**src/rtl/gray_pkg.sv**
```systemverilog
// Shared definitions for the Gray-code encoder/decoder family: FSM state
// encoding and reference conversion functions.
package gray_pkg;

    typedef enum logic [1:0] {
        IDLE = 2'd0,
        CALC = 2'd1,
        OUT  = 2'd2
    } state_t;

    // Whole-word binary to Gray conversion (up to 16 bits)
    function automatic logic [15:0] bin2gry(input logic [15:0] w);
        return w ^ (w >> 1);
    endfunction

    // Whole-word Gray to binary conversion (up to 16 bits), MSB first
    function automatic logic [15:0] gry2bin(input logic [15:0] g);
        logic [15:0] b;
        b[15] = g[15];
        for (int i = 14; i >= 0; i--) begin
            b[i] = b[i+1] ^ g[i];
        end
        return b;
    endfunction

endpackage

```
**src/rtl/bin_to_gry_serial.sv**
```systemverilog
// Bit-serial binary-to-Gray encoder. A word is accepted in IDLE, one Gray
// bit is produced per clock MSB first in CALC, and the finished word is
// held on a valid/ready output in OUT until downstream takes it.
module bin_to_gry_serial
    import gray_pkg::*;
#(
    parameter int WIDTH = 4
) (
    input  logic             clk,
    input  logic             rst_n,
    input  logic             in_valid,
    output logic             in_ready,
    input  logic [WIDTH-1:0] bin_in,
    output logic             out_valid,
    input  logic             out_ready,
    output logic [WIDTH-1:0] gry_out,
    output logic             busy
);

    localparam int IDX_W = (WIDTH > 1) ? $clog2(WIDTH) : 1;
    localparam logic [IDX_W-1:0] LAST_IDX = IDX_W'(WIDTH - 1);

    state_t           state;
    state_t           state_next;
    logic [WIDTH-1:0] bin_q;
    logic [WIDTH-1:0] bin_shr;
    logic [WIDTH-1:0] work;
    logic [WIDTH-1:0] work_next;
    logic [IDX_W-1:0] n;
    logic             accept;

    // bin_shr[n] is bin_q[n+1] with an implicit zero above the MSB
    assign bin_shr = bin_q >> 1;
    assign accept  = in_valid && (state == IDLE);

    // Handshake and status outputs are pure decodes of the state register
    assign in_ready  = (state == IDLE);
    assign out_valid = (state == OUT);
    assign busy      = (state == CALC) || (state == OUT);

    // State register
    always_ff @(posedge clk or negedge rst_n) begin
        if (!rst_n) begin
            state <= IDLE;
        end else begin
            state <= state_next;
        end
    end

    // Next-state decode; unknown encodings fall back to IDLE
    always_comb begin
        state_next = state;
        case (state)
            IDLE: if (accept)     state_next = CALC;
            CALC: if (n == '0)    state_next = OUT;
            OUT:  if (out_ready)  state_next = IDLE;
            default:              state_next = IDLE;
        endcase
    end

    // Work word with the current bit position filled in
    always_comb begin
        work_next    = work;
        work_next[n] = bin_q[n] ^ bin_shr[n];
    end

    // Captured word, partial result, bit index and output register
    always_ff @(posedge clk or negedge rst_n) begin
        if (!rst_n) begin
            bin_q   <= '0;
            work    <= '0;
            n       <= '0;
            gry_out <= '0;
        end else begin
            case (state)
                IDLE: begin
                    if (accept) begin
                        bin_q <= bin_in;
                        work  <= '0;
                        n     <= LAST_IDX;
                    end
                end
                CALC: begin
                    work <= work_next;
                    if (n == '0) begin
                        gry_out <= work_next;
                    end else begin
                        n <= n - IDX_W'(1);
                    end
                end
                OUT: begin
                end
                default: begin
                    bin_q   <= '0;
                    work    <= '0;
                    n       <= '0;
                    gry_out <= '0;
                end
            endcase
        end
    end

endmodule
```
**config.mk**
```make
export PLATFORM = sky130hd
export DESIGN_NAME = bin_to_gry_serial
export DESIGN_NICKNAME = d
export VERILOG_FILES = /design/src/rtl/gray_pkg.sv /design/src/rtl/bin_to_gry_serial.sv
export SDC_FILE = /design/constraint.sdc
export NUM_CORES = 1
export LEC_CHECK = 0
export ABC_AREA = 0
export CORE_UTILIZATION = 34
export CTS_BUF_LIST = sky130_fd_sc_hd__clkbuf_4
export CTS_CLUSTER_SIZE = 25
export DETAILED_ROUTE_END_ITERATION = 7
export GPL_ROUTABILITY_DRIVEN = 0
export HOLD_SLACK_MARGIN = 0.12
export PLACE_DENSITY_LB_ADDON = 0.15
export RECOVER_POWER = 50
export SLEW_MARGIN = 15
export SYNTH_ARGS = -nofsm -noshare
export SYNTH_HDL_FRONTEND = slang
export SYNTH_SLANG_ARGS = --single-unit
```
**constraint.sdc**
```tcl
create_clock -name clk -period 1.6 [get_ports clk]
set_input_delay 0.32 -clock clk [delete_from_list [all_inputs] [get_ports clk]]
set_output_delay 0.32 -clock clk [all_outputs]
set_load 0.02 [all_outputs]
```
; Yosys cells after proc, flatten, opt, wreduce, memory -nomap -nowiden
; Index checks and enable logic that the tools add are counted.
[op_classes]
magnitude_cmp = 2
n_addsub = 1
eq_ne = 6
muxes = 20
reduce_logical = 12
bitwise_logic = 4
[op_table]
columns = cell, n
row1 = one-hot mux 4 bit (2 select lines), 2
row2 = 2-to-1 mux 4 bit, 3
row3 = one-hot mux 2 bit (3 select lines), 2
row4 = one-hot mux 4 bit (3 select lines), 1
row5 = 2-to-1 mux 2 bit, 5
row6 = inequality test 2 x 1 -> 1 bit (second input constant), 3
row7 = AND reduction 2 bit, 3
row8 = AND reduction 3 bit, 2
row9 = binary-select mux 1 bit (select 2 bit), 2
row10 = bitwise mux 4 bit, 1
row11 = logical NOT 2 bit, 2
row12 = OR reduction 2 bit, 2
row13 = < comparator 2 x 3 -> 1 bit (second input constant), 1
row14 = 2-to-1 mux 1 bit, 3
row15 = inverter 1 bit, 3
row16 = demux 1 bit (select 2 bit), 1
row17 = == test 2 x 1 -> 1 bit (second input constant), 1
row18 = == test 2 bit (second input constant), 1
row19 = >= comparator 2 x 1 -> 1 bit (second input constant), 1
row20 = logical AND 1 bit, 2
row21 = inequality test 2 bit (second input constant), 1
row22 = subtractor 2 x 1 -> 2 bit (second input constant), 1
row23 = logical OR 1 bit, 1
row24 = XOR 1 bit, 1
[totals]
word_cells = 50
reg_bits = 16
output_inout_bits = 7
input_bits = 8

; Depth between registers and ports, before layout
[logic_depth]
depth_word = 7
ltp_mapped = 7

; Least setup slack after synthesis
; Ideal clock, no wire load.
[synth_path]
path_type = register to register
startpoint = register state[0]
endpoint = register gry_out[1]
path_slack_ps = 18
required_time_ps = 1505
arrival_time_ps = 1487
setup_ps = 95
path_stages_with_launch = 7
path_buffers = 0
path_cell_list = dfrtp_1 > inv_1 > ha_1 > nor2_1 > o21ai_2 > mux2_2 > o31ai_1
[synth_between]
elab_chain_cells = 4
[synth_lines]
columns = element, line_no
row1 = from (decl), bin_to_gry_serial.sv:23  ; state_t state;
row2 = from (signal assigned), bin_to_gry_serial.sv:46  ; state <= state_next;
row3 = logical NOT 2 bit *, n/a
row4 = via in_ready, bin_to_gry_serial.sv:12  ; output logic in_ready,
row5 = OR reduction 2 bit (no source line) *, n/a
row6 = inverter 1 bit (no source line), n/a
row7 = AND reduction 2 bit (no source line), n/a
row8 = to (signal assigned), bin_to_gry_serial.sv:86  ; gry_out <= work_next;
row9 = to (decl), bin_to_gry_serial.sv:16  ; output logic [WIDTH-1:0] gry_out,
; The timed path passes the listed nets; every way through them passes the cells marked *.
; A chain may end at the register's enable or synchronous reset.

; Worst setup path in the final report
[layout_path]
startpoint = register state[1]
endpoint = register work[2]
[layout_between]
elab_chain_cells = 4
[layout_lines]
columns = element, line_no
row1 = logical NOT 2 bit, "bin_to_gry_serial.sv:34, bin_to_gry_serial.sv:75"
row2 = logical AND 1 bit, bin_to_gry_serial.sv:34  ; assign accept = in_valid && (state == IDLE);
row3 = inequality test 2 x 1 -> 1 bit (no source line), n/a
row4 = AND reduction 2 bit (no source line), n/a
row5 = to (signal assigned), bin_to_gry_serial.sv:84  ; work <= work_next;
row6 = to (decl), bin_to_gry_serial.sv:27  ; logic [WIDTH-1:0] work;
; Several ways; a longest one is shown, not always the timed one.

==> summary.md <==
| Metric | Value |
|---|---|
| Status | complete, no violations |
| Largest net degree at the start of global routing | 16 |
| Fillers | 246 |
| Worst path required time | between 1500 and 2000 ps |
| Hold Crit Start | gry_out[0] |
| Slew HR | 0.4281 |
| Clock Tree Root | clkbuf_4 |
| Grt ovf | 0 |
| Lkg Pwr | roughly 0.65 nW |
| 1st-iter DRT viols | 9 |
| Mean area per synthesized cell | 10.29 sq um |
| VDD IR max | 1.268 mV |
| DP Worst Slack | -11.85 ps |
| Worst path most repeated cell | buf_4 |
| Clock sinks | 15 |
| Worst Hold Slack | 484.7 ps |
| Achievable Freq | 646.1 MHz |
| First-pass GRT wire length | between 3000 and 4000 um |
| Chip width | about 53 um |
| WL/cell | ~13 um |
| Setup crit start kind | register |
| CP arrival | 1730 ps |
| Die area | 2810 sq um |
| Drt via density | 5.040 |
| Die Ht | 53.01 um |
| Clock Tree Buf Depth | 2 |
| Hpwl dp | around 1500 um |
| IO buf count | 14 |
| Ys Warns | 0 |
| Period minus WS final | between 1500 and 2000 ps |
| Setup Fix Bufs, Post-CTS | 0 |
| Antenna-violating nets left | 0 |
| Hold Path Class | reg -> reg |
| Antenna diodes | 0 |
| CTS tree | yes |
| Global Route Usage Sum | 0.1580 |
| Clk slew on worst S/H paths | 110 ps |
| Final Hold Fails | 0 |
| DRC | 0 |
| Final Max Tran Viols | 0 |
| Sequential share of the synthesized area | 0.4243 |
| Clk_skew | 12.89 ps |
| CTS buffer count | 3 |
| CP cell instances | buf_4 -> ha_1 -> buf_4 -> a21o_2 -> a21oi_1 -> o31ai_1 |
| Worst-Skew Late Latency | 300 ps |
| Via count | 756 |
| Routed Wire Length | roughly 1900 um |
| Cell Area, Synth | approximately 900 sq um |
| Maxcap violations | 0 |
| Crit Reg-Reg Startpoint | state[1] |
| Initial antenna violation count | 0 |
| Post-synthesis register bit count | 15 |
| Vias in the first global route | 744 |
| Period utilization | 0.9673 |
| Hold Path Sink | gry_out[0] |
| Final-report setup violation count | 0 |
| Slack of the worst reg-to-reg path | between 50 and 60 ps |
| Hold path depth | 2 |
| Total power | 2.721 mW |
| CTS H-tree depth | 1 |
| Num rows | 18 |
| Crit-path slowest cell | dfrtp_1 |
| First-pass DRT Iterations | 5 |
| CP peak stage delay | 400 ps |
| Fin worst setup slack | 52.25 ps |
| Post-synth cell types | 25 |
| PwrDens | 2173 nW/um^2 |
| Layout cells sized above 1 | 0.3000 |
| Post-Syn Nets | 101 |
| Mapped Cells | 86 |
| Reg2reg path depth | 6 |
| CORE AREA | about 2500 sq um |
| Ports | 15 |
| Syn-to-layout area delta | 41.58% |
| WS Path Type | reg -> reg |
| CP Capture Type | register |
| CP max FO | 7 |
| RSZ-0062 raised after global routing | yes |
| Reg2Reg Capture Point | work[2] |
| Worst-Margin Slew | 857.8 ps |
| Initial Util | 0.3571 |
| Total Nets Final | 136 |
[metal layers]
| layer | vias to the layer above | track usage | wire length [um] |
|---|---|---|---|
| met2 | 16 | 0.2869 | 938 |
| met1 | 365 | 0.1802 | 862 |
| met4 | 0 | 0.05263 | 22 |
| met5 | - | 0 | 0 |
| met3 | 4 | 0.03448 | 73 |
| li1 | 371 | - | - |
[cell type report]
cell class / instances / area [sq um] / share of cell area
clock buffers: 3 / 22.52 / 0.01798
clock inverters: 1 / 5.005 / 0.003996
inverters: 10 / 37.54 / 0.02997
multi-input cells: 60 / 503.0 / 0.4016
flip-flops and latches: 15 / 375.4 / 0.2997
well taps: 30 / 37.54 / 0.02997
repair buffers: 31 / 271.5 / 0.2168
[what timing repair did]
action                                  4_1_cts  5_1_grt
hold buffers                                  0        0
resized for setup                            14       12
pin swaps                                     0        1
hold endpoints to repair                      0        0
endpoints found under the setup margin        5       11
[critical path: cells and delay by family (launching register included)]
kind / cells / cell delay, ps
flops: 1 / 400
compound gates: 3 / 530
buf+inv: 2 / 290
fa+ha+maj: 1 / 210
[registers in the layout (all words and copies together) (netlist names)]
register and flops:
bin_q 4, gry_out 4, work 3, n 2, state 2
[through the flow]
stage | std cells | setup TNS (ps) | utilization | area, sq um
2_1_floorplan | 86 | 0 | - | 884.6
5_1_grt | 150 | -60.07 | 0.5056 | 1252
4_1_cts | 150 | 0 | 0.4970 | 1231
6_report | 150 | 0 | 0.5056 | 1252
3_5_place_dp | 146 | -46.20 | 0.4838 | 1199
3_3_place_gp | 146 | -3.517 | 0.4838 | 1199
[kinds of logic (layout without fill, tap and decap cells)]
group | Yosys count | count (layout) | synth area share
buffers and inverters | 11 | 45 | 0.04668
adders and majority gates | 7 | 7 | 0.09901
DFF | 15 | 15 | 0.4243
muxes | 5 | 5 | 0.07355
AOI/OAI and AO/OA | 28 | 28 | 0.2306
and+or+nand+nor | 18 | 18 | 0.09759
xor gates and xnor gates | 2 | 2 | 0.02830
[how the worst max path moves through the flow]
stage,start,slack (ps),endpoint
after global placement,state[0],-4,busy
after CTS,state[1],5,in_ready
after detailed placement,in_valid,-10,n[0]
final,state[1],50,work[2]
after floorplan,state[0],20,gry_out[1]
after global routing,state[1],-40,work[2]
[power breakdown]
| group | leakage, nW | total (mW) | switching [mW] | internal, mW |
|---|---|---|---|---|
| registers | 0.198 | 0.644 | 0.0995 | 0.544 |
| clock network | 0.0177 | 0.235 | 0.142 | 0.0931 |
| logic | 0.432 | 1.84 | 0.962 | 0.881 |
[cells in the mapped netlist]
library cell | n | area (sq um)
xnor2_2 | 1 | 16.27
nor2b_1 | 2 | 12.51
inv_1 | 10 | 37.54
clkbuf_1 | 1 | 3.750
nand2_1 | 9 | 33.78
a22o_1 | 2 | 17.52
a22oi_1 | 3 | 22.52
a2bb2oi_1 | 2 | 17.52
o311ai_2 | 2 | 32.53
mux2i_4 | 1 | 22.52
o21ai_0 | 5 | 25.02
nand2b_1 | 1 | 6.260
mux2_2 | 1 | 11.26
o21ai_2 | 1 | 8.760
a21oi_1 | 7 | 35.03
mux2i_1 | 2 | 20.02
ha_1 | 7 | 87.58
dfrtp_1 | 15 | 375.4
nor3b_1 | 1 | 7.510
xnor2_1 | 1 | 8.760
mux2_1 | 1 | 11.26
a21o_1 | 1 | 7.510
nor2_1 | 3 | 11.26
o31ai_1 | 5 | 37.54
nand3b_1 | 2 | 15.01
[layout by cell type (no fill, tap or decap), drive strengths merged, types with 3 or more instances in the layout]
cell and count:
dlymetal6s2s 4, a21oi 7, o21ai 6, nand2 9
dfrtp 15, nor2 3, ha 7, clkdlybuf4s50 6
o31ai 5, buf 19, clkbuf 4, inv 10
a22oi 3, mux2i 3
No activity file was read; power rests on OpenSTA's default activity.
==> variant 1, RTL diff (same settings) <==
The 3 states of `state_t` get a one-hot encoding in 3 bits.
--- a/src/rtl/gray_pkg.sv
+++ b/src/rtl/gray_pkg.sv
@@ -2,10 +2,10 @@
 // encoding and reference conversion functions.
 package gray_pkg;
 
-    typedef enum logic [1:0] {
-        IDLE = 2'd0,
-        CALC = 2'd1,
-        OUT  = 2'd2
+    typedef enum logic [2:0] {
+        IDLE = 3'b001,
+        CALC = 3'b010,
+        OUT  = 3'b100
     } state_t;
 
     // Whole-word binary to Gray conversion (up to 16 bits)
Behaviour: same outputs for any inputs over 10 cycles, from zero or initial values and one cycle with rst_n low; not proved beyond that.
==> variant 1 against the original RTL <==
- the run now ends with setup timing left
- worst setup slack got worse by 63 ps
- sequential share of layout area fell by 2.9 points
- power shrank 9.7%
- cell area rose by 19%
- sequential cell count up 1
- routed wire length is 29% higher
- core utilization grew 2.4 points
- via count is 20% higher
- synthesized area up 16%
- critical path type is now reg -> out
- highest routed layer unchanged
==> variant 1: results (changes against the original RTL) <==
Yosys
  • Post-synthesis compound-gate area fraction: 0.168 (-0.0623)
  • Net Count, Synth: 116 (+15%)
  • Mux share of post-synthesis cell area: 0.0927 (+0.0191)
  • Synth top cells by count: dfrtp_1 (15), o21ai_0 (14), nand2_1 (10)
  • Largest cells by area after synthesis: dfrtp_1 (37%), o21ai_0 (6.8%), ha_1 (4.9%)
  • Xor-xnor portion of the synthesized cell area: 0.0171 (-0.0112)
  • Post-synthesis adder-cell area fraction: 0.0488 (-0.0502)
  • Post-synthesis sequential area ratio: 0.391 (-0.0329)
  • Post-Syn Instances: 104 (+21%)
  • Post-synth cell types: 31 (+24%)

Placed design
  • Dpl cells: 163 (+12%)
  • Pre-CTS setup slack: -168 ps (-156 ps)
  • DP HPWL: 1770 µm (+22%)

Outcome
  • Status: finished with violations
  • Failing checks: setup timing

Layout
  • Largest regs: bin_q: 4 flops, gry_out: 4 flops
  • Share of layout cells above drive strength 1: 0.378 (+0.0776)

Detailed routing
  • 1st-pass router iterations: 4 (-1)
  • Total Wirelength: 2440 µm (+29%)
  • Wire length on met2: 1270 µm (+35%)
  • Drt via density: 5.21 (+3.3%)
  • Routed met1 length: 1090 µm (+27%)
  • Met3 routed WL: 60 µm (-18%)
  • Drt initial violations: 13 (+4)
  • Avg WL per Cell: 14.0 µm (+11%)

Worst hold path
  • Min-delay src: work[2]
  • Hold Path Sink: work[2]

Power
  • LEAKAGE: 0.704 nW (+8.8%)
  • Maximum vdd drop: 0.00109 V (-14%)

Setup path
  • Delay-heaviest family, CP: flip-flops
  • R2R setup slack: 20 ps (-30 ps)
  • CP Max Fanout: 5 (-2)
  • RR Startpoint: state[0]
  • Worst Setup EP: busy
  • CP Class: reg -> out
  • Worst EP arrival: 1290 ps (-440 ps)
  • Worst path slowest cell: dfstp_2

Timing
  • Endpoints failing setup: 1 (+1)
  • Fin Clk Skew: 2.87 ps (-10.0 ps)
  • Worst Slack Setup Final: -10.4 ps (-62.6 ps)
  • Setup TNS: -10.4 ps (-10.4 ps)
  • Worst hold margin: 504 ps (+19.4 ps)

Global routing
  • Vias in the first global route: 900 (+21%)
  • Global-route wire length before repair: 4010 µm (+29%)
  • GR Util All Layers: 0.163 (+0.00513)
  • Largest net degree at the start of global routing: 17 (+1)
  • Met1 usage: 0.203 (+0.0232)
  • Met2 Use GR: 0.282 (-0.00457)
[variant 1: changes by cell type after synthesis, sizes merged, moves of 3 or more]
cell   change
o21ai     +10
inv        -6
buf        +5
o31ai      -5
nor3b      +4
ha         -3
nand3      +3
[variant 1: layout make-up]
class	count	area, µm²
Tap cell	31	38.8
Sequential cell	16	402
Timing Repair Buffer	41	388
Multi-Input combinational cell	78	617
Clock inverter	1	3.75
Inverter	4	15.0
Clock buffer	3	22.5
Fill cell	280	1320
[variant 1: where the power goes]
| group | switching [mW] | internal, mW | total, mW |
|---|---|---|---|
| registers | 0.102 | 0.526 | 0.628 |
| logic | 0.763 | 0.838 | 1.60 |
| clock network | 0.139 | 0.0907 | 0.229 |
| total | 1.00 | 1.45 | 2.46 |
[variant 1: timing repair]
item | CTS | global route
buffers inserted | 3 | 4
endpoints found under the setup margin | 8 | 15
pin swaps | 3 | 6
gates resized for setup | 20 | 28
hold endpoints to repair | 0 | 0
==> variant 2, RTL diff (same flow settings) <==
Made on the original files. Change the parameter `WIDTH` from 4 to 2.
--- a/src/rtl/bin_to_gry_serial.sv
+++ b/src/rtl/bin_to_gry_serial.sv
@@ -4,7 +4,7 @@
 module bin_to_gry_serial
     import gray_pkg::*;
 #(
-    parameter int WIDTH = 4
+    parameter int WIDTH = 2
 ) (
     input  logic             clk,
     input  logic             rst_n,
Interface: changed (resized bin_in and gry_out); port bits go from 15 to 11. The function was not compared with the original's and may differ.
==> variant 2 against the original RTL <==
- die area fell by 42%
- synthesized area fell by 43%
- worst setup slack improved by 17 ps
- largest power group unchanged
- global-route usage rose by 0.56 points
- clock power fell by 17%
- routed wire length fell by 49%
- clock skew fell by 9.3 ps
- power fell by 52%
- critical endpoint is now gry_out[1]
- sequential cell count fell by 6
- sequential share of layout area rose by 2.7 points
- cell count fell by 43%
- cell area fell by 45%
- synthesized cell count fell by 43%
- highest routed layer is now met3
- via count fell by 44%
==> variant 2: results (changes against the original RTL) <==
Placed design
  • Post-DP Area: 674 µm² (-44%)
  • I/O Buffers: 10 (-4)
  • Pre-CTS setup slack: -55.6 ps (-43.7 ps)

Global routing
  • GR Util All Layers: 0.164 (+0.00559)
  • Largest net degree at the start of global routing: 10 (-6)
  • Vias in the first global route: 380 (-49%)
  • Global-route wire length before repair: 1660 µm (-47%)

Detailed routing
  • Avg WL per Cell: 11.3 µm (-10%)
  • Via count: 425 (-44%)
  • 1st-pass router iterations: 2 (-3)

Setup path
  • Worst path slowest cell: clkdlybuf4s50_1
  • Highest cell delay on the worst timing path: 600 ps (+200 ps)
  • Worst EP arrival: 1210 ps (-520 ps)
  • Delay-heaviest family, CP: buffers and inverters

Power
  • LEAKAGE: 0.326 nW (-50%)
  • Maximum vdd drop: 0.00112 V (-12%)
  • P_seq: 0.371 mW (-42%)
  • Power Internal: 0.792 mW (-48%)

Yosys
  • Synth top cells by count: dfrtp_1 (9), o21ai_0 (7), inv_1 (5)
  • Post-synthesis sequential area ratio: 0.447 (+0.0223)
  • Post-synth cell types: 26 (+4.0%)

Timing
  • Fin Clk Skew: 3.63 ps (-9.27 ps)

CTS
  • Clk_lat worst skew: 260 ps (-40 ps)
  • Reg clk slew, reported paths: 60 ps (-50 ps)

Outcome
  • Status: completed

Layout
  • Share of layout cells above drive strength 1: 0.271 (-0.0286)
==> variant 2: cell count changes in the layout (fill, tap and decap cells not counted), moves of 4 or more <==
cell / before / now
nand2_1: 9 / 2
dfrtp_1: 15 / 9
dlymetal6s2s_1: 4 / 0
a21oi_1: 6 / 1
o31ai_1: 5 / 1
buf_4: 15 / 8
ha_1: 6 / 2
==> variant 2: logic make-up after synthesis <==
group,share of synthesized area
multiplexers,0.0223
XOR/XNOR,0.0174
buffers and inverters,0.0596
adder cells (fa/ha/maj),0.0744
AND/OR/NAND/NOR,0.156
AO/OA/AOI/OAI,0.223
flip-flops,0.447
==> variant 2: worst paths after layout <==
path                       slack [ps]  depth (start not counted)          to  startpoint
max                                70                          1  gry_out[1]  gry_out[1]
min                               420                          1  gry_out[0]       rst_n
max reg2reg                        90                          6    state[0]    state[1]
min reg2reg                       480                          2  gry_out[0]  gry_out[0]
max in group asynchronous         900                          1    bin_q[0]       rst_n
min in group clk                  480                          2  gry_out[0]  gry_out[0]
==> variant 2: metrics by stage <==
stage / hold WS (ps) / std cells / util
detailed placement: 476 / 81 / 0.506
finish: 416 / 85 / 0.517
CTS: 362 / 85 / 0.523
global placement: 464 / 81 / 0.506
floorplan: 24.4 / 49 / -
global route: 458 / 85 / 0.517
==> variant 2: metal layers <==
layer  wire length (µm)  GRT usage
met5                  0          0
met2                422      0.246
met4                  0     0.0250
met1                470      0.201
met3                 69      0.100
==> variant 2: cell type report <==
type | count | area share
inverter | 5 | 0.0272
multi-input combinational | 34 | 0.365
sequential | 9 | 0.327
tap | 15 | 0.0272
clock buffer | 4 | 0.0436
timing repair buffer | 18 | 0.211
==> variant 2: what timing repair did <==
action,CTS,global route
endpoints found under the setup margin,3,2
gates cloned,0,0
gates resized for setup,7,3
